[config.mk]
export PLATFORM = sky130hd
export DESIGN_NAME = ast_demux_buf
export DESIGN_NICKNAME = d
export VERILOG_FILES = /design/src/rtl/ast_demux_buf.sv
export SDC_FILE = /design/constraint.sdc
export NUM_CORES = 1
export LEC_CHECK = 0
export BUFFER_PORTS_ARGS = -buffer_cell sky130_fd_sc_hd__buf_4
export CAP_MARGIN = 20
export CORE_MARGIN = 5
export CORE_UTILIZATION = 25
export CTS_CLUSTER_SIZE = 8
export DETAILED_ROUTE_END_ITERATION = 7
export PLACE_DENSITY = 0.45
export SETUP_SLACK_MARGIN = 0.3
export SYNTH_ARGS = -nofsm -noshare
export SYNTH_HDL_FRONTEND = slang
export SYNTH_SLANG_ARGS = --single-unit
[constraint.sdc]
create_clock -name clk_i -period 6.15 [get_ports clk_i]
set_clock_uncertainty 0.1 [all_clocks]
set_input_delay 0.615 -clock clk_i [delete_from_list [all_inputs] [get_ports clk_i]]
set_output_delay 0.615 -clock clk_i [all_outputs]
set_load 0.02 [all_outputs]
[src/rtl/ast_demux_buf.sv]
// Packet demux: routes whole Avalon-ST packets to one of TX_DIR outputs via 2-entry buffers (optional AST_DEMUX_DROP_BAD_DIR_EN).
// Latency: 1 cycle from accepted input beat to the output; 1 beat/cycle per stream.
// Backpressure: ast_ready_o falls when the target buffer is full; other directions drain independently.
module ast_demux_buf #(
    parameter int DATA_WIDTH    = 64,
    parameter int CHANNEL_W     = 10,
    parameter int EMPTY_WIDTH   = $clog2(DATA_WIDTH / 8),
    parameter int TX_DIR        = 4,
    parameter int DIR_SEL_WIDTH = (TX_DIR == 1) ? 1 : $clog2(TX_DIR)
) (
    input  logic                                 clk_i,
    input  logic                                 srst_i,
    input  logic [DATA_WIDTH-1:0]                ast_data_i,
    input  logic                                 ast_startofpacket_i,
    input  logic                                 ast_endofpacket_i,
    input  logic                                 ast_valid_i,
    input  logic [EMPTY_WIDTH-1:0]               ast_empty_i,
    input  logic [CHANNEL_W-1:0]                 ast_channel_i,
    input  logic [DIR_SEL_WIDTH-1:0]             dir_i,
    output logic                                 ast_ready_o,
    output logic [TX_DIR-1:0][DATA_WIDTH-1:0]    ast_data_o,
    output logic [TX_DIR-1:0]                    ast_startofpacket_o,
    output logic [TX_DIR-1:0]                    ast_endofpacket_o,
    output logic [TX_DIR-1:0]                    ast_valid_o,
    output logic [TX_DIR-1:0][EMPTY_WIDTH-1:0]   ast_empty_o,
    output logic [TX_DIR-1:0][CHANNEL_W-1:0]     ast_channel_o,
    input  logic [TX_DIR-1:0]                    ast_ready_i
`ifdef AST_DEMUX_DROP_BAD_DIR_EN
    ,
    output logic [15:0]                          bad_pkt_cnt_o
`endif
);

    localparam logic [0:0] IDLE = 1'b0;
    localparam logic [0:0] PKT  = 1'b1;

    typedef struct packed {
        logic [DATA_WIDTH-1:0]  data;
        logic                   sop;
        logic                   eop;
        logic [EMPTY_WIDTH-1:0] empty;
        logic [CHANNEL_W-1:0]   channel;
    } beat_t;

    logic [0:0]               state;
    logic [DIR_SEL_WIDTH-1:0] cur_dir;
    logic [DIR_SEL_WIDTH-1:0] dir_sel;
    logic [DIR_SEL_WIDTH-1:0] tgt;
    logic                     cur_bad;
    logic                     bad_sop;
    logic                     drop;
    logic                     accept;
    logic [TX_DIR-1:0]        push;
    logic [TX_DIR-1:0]        pop;
    logic [TX_DIR-1:0]        rd_ptr;
    logic [TX_DIR-1:0]        wr_ptr;
    logic [TX_DIR-1:0][1:0]   cnt;
    beat_t                    mem [TX_DIR][2];
    beat_t                    in_beat;

`ifdef AST_DEMUX_DROP_BAD_DIR_EN
    assign bad_sop = (32'(dir_i) >= TX_DIR);
`else
    assign bad_sop = 1'b0;
`endif

    assign in_beat = '{data: ast_data_i, sop: ast_startofpacket_i, eop: ast_endofpacket_i,
                       empty: ast_empty_i, channel: ast_channel_i};

    // Out-of-range selects wrap modulo TX_DIR; in drop mode those packets never push.
    always_comb begin
        dir_sel     = ast_startofpacket_i ? dir_i : cur_dir;
        tgt         = DIR_SEL_WIDTH'(32'(dir_sel) % TX_DIR);
        drop        = ast_startofpacket_i ? bad_sop : ((state == IDLE) || cur_bad);
        ast_ready_o = !srst_i && (drop || (cnt[tgt] != 2'd2));
        accept      = ast_valid_i && ast_ready_o;
        push        = '0;
        for (int d = 0; d < TX_DIR; d++) begin
            push[d] = accept && !drop && (tgt == DIR_SEL_WIDTH'(d));
        end
        pop = ast_valid_o & ast_ready_i;
    end

    always_ff @(posedge clk_i) begin
        if (srst_i) begin
            state   <= IDLE;
            cur_dir <= '0;
            cur_bad <= 1'b0;
        end else if (accept) begin
            if (ast_startofpacket_i) begin
                cur_dir <= dir_i;
                cur_bad <= bad_sop;
                state   <= ast_endofpacket_i ? IDLE : PKT;
            end else if ((state == PKT) && ast_endofpacket_i) begin
                state <= IDLE;
            end
        end
    end

    always_ff @(posedge clk_i) begin
        if (srst_i) begin
            cnt    <= '0;
            rd_ptr <= '0;
            wr_ptr <= '0;
            for (int d = 0; d < TX_DIR; d++) begin
                mem[d][0] <= '0;
                mem[d][1] <= '0;
            end
        end else begin
            for (int d = 0; d < TX_DIR; d++) begin
                if (push[d]) begin
                    mem[d][wr_ptr[d]] <= in_beat;
                    wr_ptr[d]         <= ~wr_ptr[d];
                end
                if (pop[d]) begin
                    rd_ptr[d] <= ~rd_ptr[d];
                end
                cnt[d] <= cnt[d] + {1'b0, push[d]} - {1'b0, pop[d]};
            end
        end
    end

    always_comb begin
        ast_data_o          = '0;
        ast_startofpacket_o = '0;
        ast_endofpacket_o   = '0;
        ast_valid_o         = '0;
        ast_empty_o         = '0;
        ast_channel_o       = '0;
        for (int d = 0; d < TX_DIR; d++) begin
            ast_data_o[d]          = mem[d][rd_ptr[d]].data;
            ast_startofpacket_o[d] = mem[d][rd_ptr[d]].sop;
            ast_endofpacket_o[d]   = mem[d][rd_ptr[d]].eop;
            ast_empty_o[d]         = mem[d][rd_ptr[d]].empty;
            ast_channel_o[d]       = mem[d][rd_ptr[d]].channel;
            ast_valid_o[d]         = (cnt[d] != 2'd0);
        end
    end

`ifdef AST_DEMUX_DROP_BAD_DIR_EN
    always_ff @(posedge clk_i) begin
        if (srst_i) begin
            bad_pkt_cnt_o <= '0;
        end else if (accept && ast_startofpacket_i && bad_sop && (bad_pkt_cnt_o != 16'hFFFF)) begin
            bad_pkt_cnt_o <= bad_pkt_cnt_o + 16'd1;
        end
    end
`endif

endmodule
* Word level (Yosys, flattened, before mapping)
Memory sizes are Yosys's and may differ from the RTL's.
Index checks and enable logic that the tools add are counted.
** Cells by class
- Equal/unequal tests :: 4
- Add/sub/neg operators :: 8
- Order comparisons :: 13
- Muxes and demuxes :: 673
- Reductions and logical operators :: 22
- Bitwise logic cells :: 650
** Operators by type and width (number)
- two-way mux 79 bit :: 16
- two-way mux 1 bit :: 646
- two-way mux 158 bit :: 4
- bitwise OR 1 bit :: 632
- demux 79 bit (select 1 bit) :: 4
- greater-or-equal comparator 2 bit, second input constant :: 8
- NOT 1 -> 2 bit :: 8
- logical AND 1 bit :: 12
- nonzero test 2 bit :: 5
- NOT 1 bit :: 9
- adder 2 x 1 -> 2 bit :: 4
- < comparator 2 x 1 -> 1 bit, second input constant :: 4
- subtractor 2 x 1 -> 2 bit :: 4
- bitwise AND 4 bit :: 1
- binary-select mux 2 bit (select 2 bit) :: 1
- == test 2 bit, second input constant :: 2
- two-way mux 2 bit :: 2
- < comparator 2 x 3 -> 1 bit, second input constant :: 1
- == test 2 x 1 -> 1 bit, second input constant :: 1
- logical NOT 1 bit :: 2
- logical NOT 2 bit :: 1
- inequality test 2 bit, second input constant :: 1
- AND reduction 2 bit :: 1
- logical OR 1 bit :: 1
** Word-level totals
- Bits of input ports :: 88
- Memory bits (writable) :: 632
- Register bits :: 19
- Memories kept :: 1
** Memories
- mem :: words 4, bits a word 158, read ports 4, clocked after memory_dff 0, write ports 4, line 58 : beat_t mem [TX_DIR][2];

* Logic depth before layout (Yosys ltp)
Gate-level depths: netlist (run 1).
- Depth in word-level cells :: 13
- Mapped depth :: 12

* Worst setup path after synthesis (run 1)
No wires, ideal clock.
- Path kind :: input port to flip-flop
- Start :: input ast_startofpacket_i
- End :: memory mem[2][100] (netlist bit), enable pin
- Stages on the path :: 7
- Slack :: 34 ps
- Data arrival time :: 5483 ps
- Required time :: 5517 ps
- Buffers on the path :: 2
- Path through :: buf_6 o21ai_2 mux4_2 buf_2 nand2_2 nand3_1 o21bai_1
** RTL lines
- from (decl) :: line 14 : input logic ast_startofpacket_i,
- to (decl) :: line 58

==> results, run 1 <==
- The total congestion overflow after global routing is 0.
- The proportion of layout cells with a drive suffix above 1 is 33.5%.
- Walking the worst path, the cells encountered are buf_4, mux2_2, buf_4.
- The layer with the highest usage is met2.
- The number of library cell types mapped by synthesis is 44.
- Prior to clock tree synthesis, the placed netlist has a worst setup slack of 2.29 ns.
- The synthesized design contains 651 register bits.
- Measured against its own limit, the worst slew margin works out to 23.8%.
- The logic depth of the worst setup path including buffers is 3.
- The highest ir drop seen on vdd is 183 uV.
- The cell that appears most often on the critical path is sky130_fd_sc_hd__buf_4.
- The total of fill cells in the finished design is 10,800.
- In the routed design, unresolved DRC markers number 0.
- The total number of vias is 17,500.
- Using the TritonRoute via totals, the vias-per-cell ratio works out to 4.34.
- The number of synthesized flops with an enable pin is 395.
- The floorplan step defined a core boundary enclosing 0.107 mm2.
- The signal arrival time at the worst endpoint is 2.91 ns.
- 409 I/O pins were placed.
- Setup slack on the worst reg-to-reg path comes out at 2.63 ns.
- The number of antenna violations at the first check in global routing is 5.
- The worst endpoint required time is 5.43 ns.
- The largest single stage delay on the critical path is 0.86 ns.
- The first TritonRoute pass finished after 4 iterations.
- The via count of the first global-routing pass is 18,200.
- The fraction of power consumed by combinational cells is 21.3%.
- Dividing the final minimum period by the clock period gives 58.9%.
- The later pin in the worst-skew pair is clocked with a latency of 0.65 ns.
- For the pin with the worst max-slew slack, the measured transition is 1.14 ns.
- The number of cells on the worst reg-to-reg path is 8.
- For this run, global-route usage on met1 was measured as 19.4%.
- Buffers inserted during clock tree synthesis total 93.
- The average instance area after synthesis is 12.4 um2.
- In this run the static leakage power is 12.9 nW.
- The cell with the most instances after synthesis is sky130_fd_sc_hd__edfxtp_1.
- The post-synth net total is 2,265.
- Counting both buffers and inverters, the worst setup path holds a total of 2.
- Adding up every negative setup slack in the final design gives 0 ns.
- In the synthesized netlist the dominant register cell turns out to be sky130_fd_sc_hd__edfxtp_1.
- The clock network burns 38.3% of the power.
- The worst setup slack after layout is 2.53 ns.
- After the first detailed-routing iteration, the DRC count stood at 950.
- The number of rows created at floorplan is 120.
- The total power per unit cell area is 375 mW/mm2.
- The clock tree from TritonCTS is yes.
- In this run, flip-flops and latches consume 40.4% of the power.
- Summing the sequential cell areas from Yosys gives 63.3% of the chip area.
- The flow ran to the end, and the final reports show no timing, DRC or antenna violations.
- The clock passes through at most 3 buffers.
- The first global-routing pass estimated 124,000 um of wire.
- The setup-violating endpoint count in the final report is 0.
- The max-cap check violation count is 0.
- The net switching share of the total power is 29.5%.
- The H-tree was split into 3 levels.
- The reported net switching power is 3.77 mW.
- Broken down by cell family, the worst path's largest delay share belongs to buffers and inverters.
- The synthesized netlist cell count is 2,169.
- The final-report hold violation count came to 0.
- Ranked by total cell area, the synthesized netlist is headed by sky130_fd_sc_hd__edfxtp_1 44%, sky130_fd_sc_hd__dfxtp_1 19%, sky130_fd_sc_hd__mux2_2 13%, sky130_fd_sc_hd__and2_1 5.6%, sky130_fd_sc_hd__nand2_1 4.4%.
- Global routing used 14.8% of the available tracks.
- For this run, global-route usage on met3 was measured as 3.51%.
- The number of pins exceeding their max-slew limit in the final report was 0.
- The die footprint is 0.114 mm2.
- Summed over its instances, the top area cell type makes up 44.2% of the synthesized netlist area.
- The largest total area in the synthesized netlist belongs to sky130_fd_sc_hd__edfxtp_1.
- For this run, the number of standard cells in the final layout without fillers is 4,032.
- STA classifies the critical path endpoint as an output pin.
- Once detailed placement completed, the half-perimeter wirelength came to 54,400 um.
- The number of stages on the worst hold path is 3.
- The detail route stage leaves a number of antenna-violating nets equal to 0.
- The cell sitting at the root of the clock tree is a sky130_fd_sc_hd__clkbuf_16.
- Counting instances in the post-synthesis netlist gives the leading cell types as 395 x sky130_fd_sc_hd__edfxtp_1, 316 x sky130_fd_sc_hd__mux2_2, 315 x sky130_fd_sc_hd__nand2_1.
- The element type at the critical path start is a flip-flop.
- The post-synthesis to final-layout area growth is 27.4%.
- Counting flops with an async set or reset pin after synthesis yields a share of 0%.
- Once the floorplan was initialized, standard cells occupied 25.1% of the core.
- The internal power of the cells is 9.04 mW.
- The number of placed instances with taps included is 3,858.
- The number of warning messages in the yosys log is 0.
- Entering global routing, the biggest net connects 151 pins.
- Input and output buffers added on the ports amount to 408.
- The number of antenna diodes in the final layout is 0.
- The worst hold path belongs to the class input pin to flip-flop.
- Wires add up to 86,500 um.
- In this run the cell area of the synthesized design comes to 0.0268 mm2.
- The clock transition at the registers of the reported paths is 0.05 ns.
- The slowest stage of the critical path is the sky130_fd_sc_hd__dfxtp_4 cell.
- Setup repair after global routing left no endpoint under its margin.
- The congestion estimate from routability-driven global placement came to 0.730.
- The horizontal die dimension is 338 um.
- Timing would allow up to 276 MHz.
- Buffers added to address setup during post-CTS repair amount to 0.
- Of all nets on the critical path, the largest fanout is 43.
- The average wire per cell in the routed design is 21.4 um.
- The net total in the final layout is 2,646.
- For this design, the CTS-stage hold fixing added 0 buffers.
- The final hold slack is 0.109 ns.
- The met2 layer usage reported by global route is 24.6%.
- The total of cells resized after clock tree synthesis is 0.
- The die is 338 um tall.
- The clock sink count is 651.
- Subtracting the final worst setup slack from the clock period gives 3.62 ns.
- The startpoint-to-endpoint class of the critical path is flip-flop to output pin.
metal layers:
metal	part of all wire, %	up-vias
met3	5.3	122
met1	45	8656
li1	-	8282
met5	0.023	-
met4	2.1	4
met2	48	415
power groups by stage:
stage | sequential [mW] | clock [mW] | combinational [mW]
after floorplan | 4.98 | 0 | 1.70
after global placement | 5.27 | 0 | 2.76
after detailed placement | 5.28 | 0 | 2.79
after CTS | 5.20 | 5.08 | 2.80
after global routing | 5.21 | 5.26 | 2.89
final | 5.18 | 4.91 | 2.72
path summary, 6_finish.rpt:
| path | from | endpoint |
|---|---|---|
| worst max-delay path | rd_ptr[0] | ast_data_o[42] |
| worst min-delay path | ast_data_i[1] | mem[3][95] |
| worst max register to register | cur_dir[0] | mem[1][88] |
| worst min register to register | mem[2][62] | mem[2][62] |
stage by stage:
| step | util [%] | power [mW] | area (um2) |
|---|---|---|---|
| after floorplan | - | 6.69 | 26800 |
| after global placement | 29.3 | 8.03 | 31300 |
| after detailed placement | 29.4 | 8.07 | 31400 |
| after CTS | 32.0 | 13.1 | 34200 |
| after global routing | 32.0 | 13.4 | 34200 |
| final | 32.0 | 12.8 | 34200 |
final cells by class:
class | count | area, um2 | area share [%]
Clock buffer | 170 | 2750 | 8.05
Clock inverter | 4 | 46.3 | 0.135
Inverter | 11 | 41.3 | 0.121
Multi-Input combinational cell | 1360 | 9240 | 27.0
Sequential cell | 651 | 17000 | 49.7
Tap cell | 1403 | 1760 | 5.13
Timing Repair Buffer | 433 | 3360 | 9.83
state kept, by name, indices dropped and copies added (netlist names):
| name | flops |
|---|---|
| mem | 632 |
| cur_dir | 2 |
| cnt | 8 |
| wr_ptr | 4 |
| rd_ptr | 4 |
| state | 1 |
tightest hold or removal path: cells and delay by family:
kind                   cells  cell delay (ns)
buffers and inverters      1             0.11
AND/OR/NAND/NOR            1             0.04
AO/OA/AOI/OAI              1             0.05
cells by family (layout without fill, tap and decap cells):
kind of cell,count (synthesis),count (layout),synth area share [%]
DFF,651,651,63.3
xor gates and xnor gates,12,12,0.392
muxes,324,324,13.6
adders and majority gates,8,8,0.373
and+or+nand+nor,756,756,14.6
AOI/OAI and AO/OA,260,260,5.14
buffers and inverters,158,618,2.57
layout by cell type, fill, tap and decap left out, types with 2 or more instances in the layout:
| cell | n |
|---|---|
| sky130_fd_sc_hd__buf_4 | 426 |
| sky130_fd_sc_hd__xor2_1 | 4 |
| sky130_fd_sc_hd__or2_2 | 4 |
| sky130_fd_sc_hd__clkbuf_1 | 69 |
| sky130_fd_sc_hd__o21bai_1 | 2 |
| sky130_fd_sc_hd__buf_12 | 2 |
| sky130_fd_sc_hd__edfxtp_1 | 395 |
| sky130_fd_sc_hd__mux2_2 | 316 |
| sky130_fd_sc_hd__nand3_1 | 5 |
| sky130_fd_sc_hd__buf_16 | 4 |
| sky130_fd_sc_hd__ha_1 | 8 |
| sky130_fd_sc_hd__a211oi_1 | 2 |
| sky130_fd_sc_hd__and4bb_4 | 2 |
| sky130_fd_sc_hd__clkbuf_16 | 98 |
| sky130_fd_sc_hd__clkinv_8 | 2 |
| sky130_fd_sc_hd__a21o_4 | 3 |
| sky130_fd_sc_hd__nand3b_1 | 2 |
| sky130_fd_sc_hd__dfxtp_1 | 252 |
| sky130_fd_sc_hd__o21ai_2 | 2 |
| sky130_fd_sc_hd__xnor2_1 | 8 |
| sky130_fd_sc_hd__o21ai_0 | 138 |
| sky130_fd_sc_hd__nand2_2 | 2 |
| sky130_fd_sc_hd__nand2b_1 | 161 |
| sky130_fd_sc_hd__dfxtp_4 | 4 |
| sky130_fd_sc_hd__inv_1 | 11 |
| sky130_fd_sc_hd__nor2_1 | 14 |
| sky130_fd_sc_hd__clkbuf_8 | 4 |
| sky130_fd_sc_hd__or2_4 | 2 |
| sky130_fd_sc_hd__o21ai_1 | 21 |
| sky130_fd_sc_hd__a21oi_4 | 2 |
| sky130_fd_sc_hd__and2_1 | 240 |
| sky130_fd_sc_hd__nor2b_1 | 4 |
| sky130_fd_sc_hd__mux2i_1 | 7 |
| sky130_fd_sc_hd__a21oi_1 | 83 |
| sky130_fd_sc_hd__nand2_1 | 315 |
(Power assumes the default switching activity.)
==> inputs of run 2 (changes only) <==
Clock period 6.15 ns to 3.3 ns, I/O delays scaled along.
==> results, run 2 (same netlist as run 1, synthesis figures left out) <==
- Routability-driven placement finished with a final weighted congestion of 0.732.
- The run finished with clean final reports.
- The horizontal die dimension is 338 um.
- The sort of element at the end of the critical path is an output pin.
- Wires add up to 84,800 um.
- The region available for standard cell placement spans 0.107 mm2.
- In the final layout, the registers with the most flip-flops are mem x632, cnt x8.
- The time the worst path needs with I/O delays and setup is 2.93 ns.
- The number of rows created at floorplan is 120.
- The number of pins exceeding their max-slew limit in the final report was 0.
- Of all nets on the critical path, the largest fanout is 18.
- The residual DRC count is 0.
- The overall global routing resource usage is 14.4%.
- The register with the most flip-flops in the final layout is mem.
- The total power per unit cell area is 675 mW/mm2.
- Data arrives at the worst endpoint at 2.50 ns.
- The total congestion overflow after global routing is 0.
- The maximum buffer depth of the clock tree is 3.
- Registers are responsible for 39.4% of the overall power.
- The final-report hold violation count is 0.
- Measured along the y axis, the die boundary spans 338 um.
- The I/O pin count is 409.
- The max-cap check violation count is 0.
- The clock network is responsible for 37.4% of the overall power.
- The clock transition at the registers of the reported paths is 0.06 ns.
- The fmax is 342 MHz.
- The DRC marker count from the first detailed-route iteration is 858.
- The detailed router placed 17,800 vias in this run.
- The clock reaches the later pin of the worst-skew pair after 0.63 ns.
- The setup path with the least slack is of type input pin to output pin.
- TritonCTS built the clock tree.
- The transition time at the pin with the least slew margin is 0.890 ns.
- The fraction of power consumed by combinational cells is 23.2%.
- The highest ir drop seen on vdd is 377 uV.
- The average wire per cell in the routed design is 20.5 um.
- The via count of the first global-routing pass is 18,100.
- The post-synthesis to final-layout area growth is 31.4%.
- The clock sink count is 651.
- Cell internal power was estimated by the tool at 16.8 mW.
- The final standard cell utilization of the core is 33.0%.
- The detail route stage leaves a number of antenna-violating nets equal to 0.
- Data on the critical path is required at its endpoint by 2.87 ns.
- The net switching share of the total power is 29.5%.
- The final layout contains 2,746 nets.
- The largest net degree at the start of global routing is 82.
- The first TritonRoute pass finished after 5 iterations.
- The number of antenna violations at the first check in global routing is 4.
- The reported net switching power is 7.02 mW.
- Setup repair after global routing left no endpoint under its margin.
- The most common library cell in the layout ignoring fill and taps is sky130_fd_sc_hd__buf_4.
- The worst path uses 88.7% of the clock period.
- The initial utilization of the core area, before any placement, comes to 25.1%.
- The die covers 0.114 mm2.
- The worst setup path is launched from an input pin.
- The path category of the worst min-delay check is input pin to flip-flop.
- Measured against its own limit, the worst slew margin works out to 40.6%.
- Setup violations remaining at the end of the flow were counted as 0.
- The clock tree synthesis step divided the H-tree into 3 levels.
- Using the TritonRoute via totals, the vias-per-cell ratio works out to 4.31.
- The number of buffers inserted during clock tree synthesis is 92.
- In the layout the commonest cells are 426 x sky130_fd_sc_hd__buf_4, 395 x sky130_fd_sc_hd__edfxtp_1, 316 x sky130_fd_sc_hd__mux2_2.
- The count of input and output buffers is 408.
- The wire length of the first global-routing pass is 122,000 um.
- The wire-length estimate of the detail-placed layout is 56,200 um.
- The flip-flop count of the largest register after layout is 632.
- The accumulated negative setup slack is 0 ns.
- The proportion of layout cells with a drive suffix above 1 is 32.9%.
- Clock tree synthesis selected as its root buffer the cell sky130_fd_sc_hd__clkbuf_16.
- In this run the static leakage power is 13.4 nW.
==> run 2: final timing paths <==
check / startpoint / to / slack, ns / cells past startpoint
worst max register to register: cur_dir[0] / state / 0.59 / 9
worst min register to register: mem[2][43] / mem[2][43] / 0.35 / 2
worst max-delay path: ast_startofpacket_i / ast_ready_o / 0.37 / 8
worst min-delay path: ast_ready_i[2] / rd_ptr[2] / 0.07 / 4
==> run 2: power groups by stage <==
stage | combinational (mW) | sequential, mW | clock, mW
3_5_place_dp | 5.57 | 9.56 | 0
3_3_place_gp | 5.55 | 9.54 | 0
4_1_cts | 5.67 | 9.40 | 9.24
6_report | 5.53 | 9.38 | 8.90
5_1_grt | 5.87 | 9.42 | 9.62
2_1_floorplan | 3.20 | 9.28 | 0
==> run 2: per-stage QoR <==
step           setup WS [ns]  hold WS (ns)  cell area (um2)  std cells  total power [mW]
3_3_place_gp           0.418         0.338            31700       3873              15.1
5_1_grt                0.302        0.0660            35300       4130              24.9
6_report               0.373        0.0681            35300       4132              23.8
2_1_floorplan          0.103         0.327            26900       2169              12.5
4_1_cts                0.346       0.00644            35200       4128              24.3
3_5_place_dp           0.380         0.343            31700       3873              15.1
==> run 2: per-layer routing <==
| metal | track usage, % | vias to the layer above | wire length (um) |
|---|---|---|---|
| met5 | 0 | - | 27 |
| met4 | 4.80 | 4 | 2390 |
| met3 | 3.88 | 135 | 5320 |
| met2 | 23.8 | 419 | 40200 |
| met1 | 18.5 | 8762 | 36900 |
| li1 | - | 8484 | - |
==> run 2: worst max-delay path, cell delays in order <==
cell	delay, ns
sky130_fd_sc_hd__dlygate4sd3_1	0.60
sky130_fd_sc_hd__buf_4	0.26
sky130_fd_sc_hd__o21ai_0	0.21
sky130_fd_sc_hd__o211a_1	0.21
sky130_fd_sc_hd__a2111oi_4	0.33
sky130_fd_sc_hd__buf_6	0.22
sky130_fd_sc_hd__a21oi_1	0.10
sky130_fd_sc_hd__buf_4	0.23
==> run 2: timing repair <==
| action | CTS | global route |
|---|---|---|
| hold buffers | 84 | 0 |
| hold endpoints to repair | 630 | 0 |
| resized for setup | 0 | 1 |
| buffers inserted | 0 | 2 |
| endpoints found under the setup margin | 0 | 1 |
==> run 2: final cells by class <==
class / instances / area (um2)
Tap cell: 1403 / 1760
Timing Repair Buffer: 534 / 4500
Multi-Input combinational cell: 1360 / 9260
Clock buffer: 166 / 2640
Antenna cell: 2 / 5.00
Clock inverter: 5 / 58.8
Inverter: 11 / 41.3
Sequential cell: 651 / 17000
Fill cell: 10700 / 71600
==> inputs of run 3 (changes only) <==
Settings changed: PLACE_DENSITY 0.45 to 0.48.
==> results, run 3 (same netlist as run 1, synthesis figures left out) <==
- The library cell used most frequently in the layout, excluding fill and tap cells, is sky130_fd_sc_hd__buf_4.
- The source of the critical timing path is ast_startofpacket_i.
- The critical path crosses 8 cells after its start point.
- The region available for standard cell placement spans 0.107 mm2.
- The capturing element of the worst setup path is ast_ready_o.
- The number of cells on the worst reg-to-reg path is 7.
- Across every metal layer, demand over resource in global routing totals 14.5%.
- The max-cap check violation count is 0.
- The clock tree synthesis step divided the H-tree into 3 levels.
- The detailed router finished its first iteration with 734 violations.
- The setup-violating endpoint count in the final report is 0.
- Buffers placed on the I/O ports in this run total 408.
- The flip-flop count of the largest register after layout is 632.
- The origin of the critical flop-to-flop path is cur_dir[0].
- The wire length of the first global-routing pass is 122,000 um.
- Counting stages on the worst path, the most repeated cell is sky130_fd_sc_hd__buf_4.
- The clock tree from TritonCTS is yes.
- The total of fill cells in the finished design is 10,700.
- The register ranked first by flip-flop count is mem.
- After layout, the worst path uses 87.1% of the clock period.
- The final hold slack is 0.0920 ns.
- From synthesis to final layout, the design area changed by 31.5%.
- The setup check on the worst reg-to-reg path leaves a slack of 0.51 ns.
- The worst path buffer plus inverter count is 4.
- The average wire per cell in the routed design is 20.6 um.
- The finished layout holds 4,131 standard cells, fillers aside.
- After clock tree synthesis, the clock-pin slew on the worst setup and hold paths is 0.05 ns.
- The total overflow left after global routing is 0.
- In this run the horizontal extent of the chip is 338 um.
- At the end of routability-driven placement, the weighted congestion stood at 0.753.
- The overall power consumption is 24.0 mW.
- Post-CTS timing repair inserted 0 buffers for setup.
- The element type at the critical path start is an input pin.
- The cell family with the largest share of critical-path delay is buffers and inverters.
- Setup repair after global routing left no endpoint under its margin.
- Along the worst path, the maximum fanout reaches 18.
- The worst-case IR drop observed on VDD is 386 uV.
- Walking the worst path, the cells encountered are dlygate4sd3_1, buf_6, nand2_2, o21ai_4, mux4_2, buf_4, a21oi_1, buf_4.
- In this run the remaining antenna-violating nets after routing total 0.
- The detailed-router iteration count before antenna repair is 5.
- The clock latency on the worst-skew pair is 0.64 ns.
- Wires add up to 85,200 um.
- The residual DRC count is 0.
- The accumulated negative setup slack is 0 ns.
- The via count of the first global-routing pass is 18,200.
- The final-report hold violation count is 0.
- The largest registers in the layout are mem x632, cnt x8.
- The run finished with clean final reports.
- For this configuration, the core starts out at a cell density of 25.1%.
- The static leakage is 13.4 nW.
- The largest net degree at the start of global routing is 192.
- The path category of the worst min-delay check is input pin to flip-flop.
- The number of antenna violations at the first check in global routing is 2.
- The number of pins exceeding their max-slew limit in the final report is 0.
- 409 I/O pins were placed.
- Measured on the finished design, the core utilization comes to 33.0%.
- In the layout the commonest cells are 424 x sky130_fd_sc_hd__buf_4, 395 x sky130_fd_sc_hd__edfxtp_1, 316 x sky130_fd_sc_hd__mux2_2.
- The tree built by TritonCTS fans out to 651 sinks.
- The root buffer cell chosen for the clock tree is sky130_fd_sc_hd__clkbuf_16.
- The smallest clock period supported by the final layout is computed as 2.87 ns.
- The signal arrival time at the worst endpoint is 2.44 ns.
- For this run, the slowest stage of the critical path takes 0.60 ns.
- The sort of element at the end of the critical path is an output pin.
- The total number of vias is 17,800.
- The destination of the worst register-to-register timing path is mem[1][140].
- The vias per cell is 4.31.
- At the pin with the least slew margin, the transition time is 0.910 ns.
- Counting the buffers created by CTS gives 93.
- The worst endpoint required time is 2.87 ns.
- The placed wire-length estimate after detailed placement is 56,200 um.
- For this run, the post-layout net count is 2,743.
- The post-route netlist has 32.9% of its cells at a drive strength greater than 1.
- The critical path in this run is classified as input pin to output pin.
- The die is 338 um tall.
- The tightest slew margin relative to the limit is 39.3%.
- Static timing analysis puts the maximum clock frequency at 348 MHz.
- In this run the core area contains 120 standard-cell rows.
- The slowest stage of the critical path belongs to the cell sky130_fd_sc_hd__dlygate4sd3_1.
- In this run, placement finished with an instance count of 3,873.
- The floorplan step defined a die boundary enclosing 0.114 mm2.
- No sink is reached through more buffers than the 3 on the longest clock path.
- In this run the power density over the cells is 679 mW/mm2.
-- run 3: cell count changes in the layout (fill, tap and decap cells not counted), sizes merged --
| cell | change |
|---|---|
| buf | -2 |
| clkinvlp | +1 |
| clkbuf | +2 |
| inv | -1 |
| clkinv | +1 |
| dlygate4sd3 | -2 |
-- run 3: final cells by class --
cell class | count | area [um2] | share of cell area (%)
well taps | 1403 | 1760 | 4.97
clock inverters | 6 | 62.6 | 0.177
repair buffers | 530 | 4470 | 12.7
multi-input cells | 1360 | 9260 | 26.2
clock buffers | 168 | 2700 | 7.66
flip-flops and latches | 651 | 17000 | 48.2
inverters | 11 | 41.3 | 0.117
diodes | 2 | 5.00 | 0.0142
-- run 3: layer usage --
metal	track usage, %	share of wire [%]
met5	0	0.015
met4	4.37	2.5
met3	3.89	6.2
met2	24.6	48
met1	18.1	43
-- run 3: repair_timing --
item | CTS | global route
gates resized for setup | 0 | 1
hold endpoints to repair | 625 | 0
setup endpoints to repair | 0 | 1
hold buffers | 82 | 0
-- run 3: worst min path at each step --
stage / endpoint / slack [ns] / startpoint / cells past startpoint
floorplan: state / 0.33 / ast_endofpacket_i / 1
global placement: mem[2][30] / 0.34 / mem[2][30] / 2
detailed placement: mem[2][68] / 0.34 / mem[2][68] / 2
CTS: wr_ptr[2] / 0.02 / srst_i / 4
global route: wr_ptr[2] / 0.09 / srst_i / 4
finish: wr_ptr[2] / 0.09 / srst_i / 4
-- run 3: stage by stage --
step / setup WS, ns / cell area (um2)
3_3_place_gp: 0.464 / 31700
3_5_place_dp: 0.412 / 31700
4_1_cts: 0.371 / 35300
6_report: 0.427 / 35300
5_1_grt: 0.329 / 35300
2_1_floorplan: 0.103 / 26900
-- run 3: worst reg2reg max path, delay by kind of cell (launching register included) --
kind / cells / cell delay, ns
compound gates: 2 / 0.55
flops: 1 / 0.37
mux: 1 / 0.57
simple gates: 2 / 0.45
buf+inv: 2 / 0.34
-- run 3: where the power goes --
| group | total, mW | internal, mW | leakage [nW] | switching, mW |
|---|---|---|---|---|
| Combinational | 5.45 | 2.38 | 5.90 | 3.07 |
| Sequential | 9.47 | 9.05 | 6.16 | 0.426 |
| Clock | 9.06 | 5.48 | 1.32 | 3.58 |
| Total | 24.0 | 16.9 | 13.4 | 7.07 |
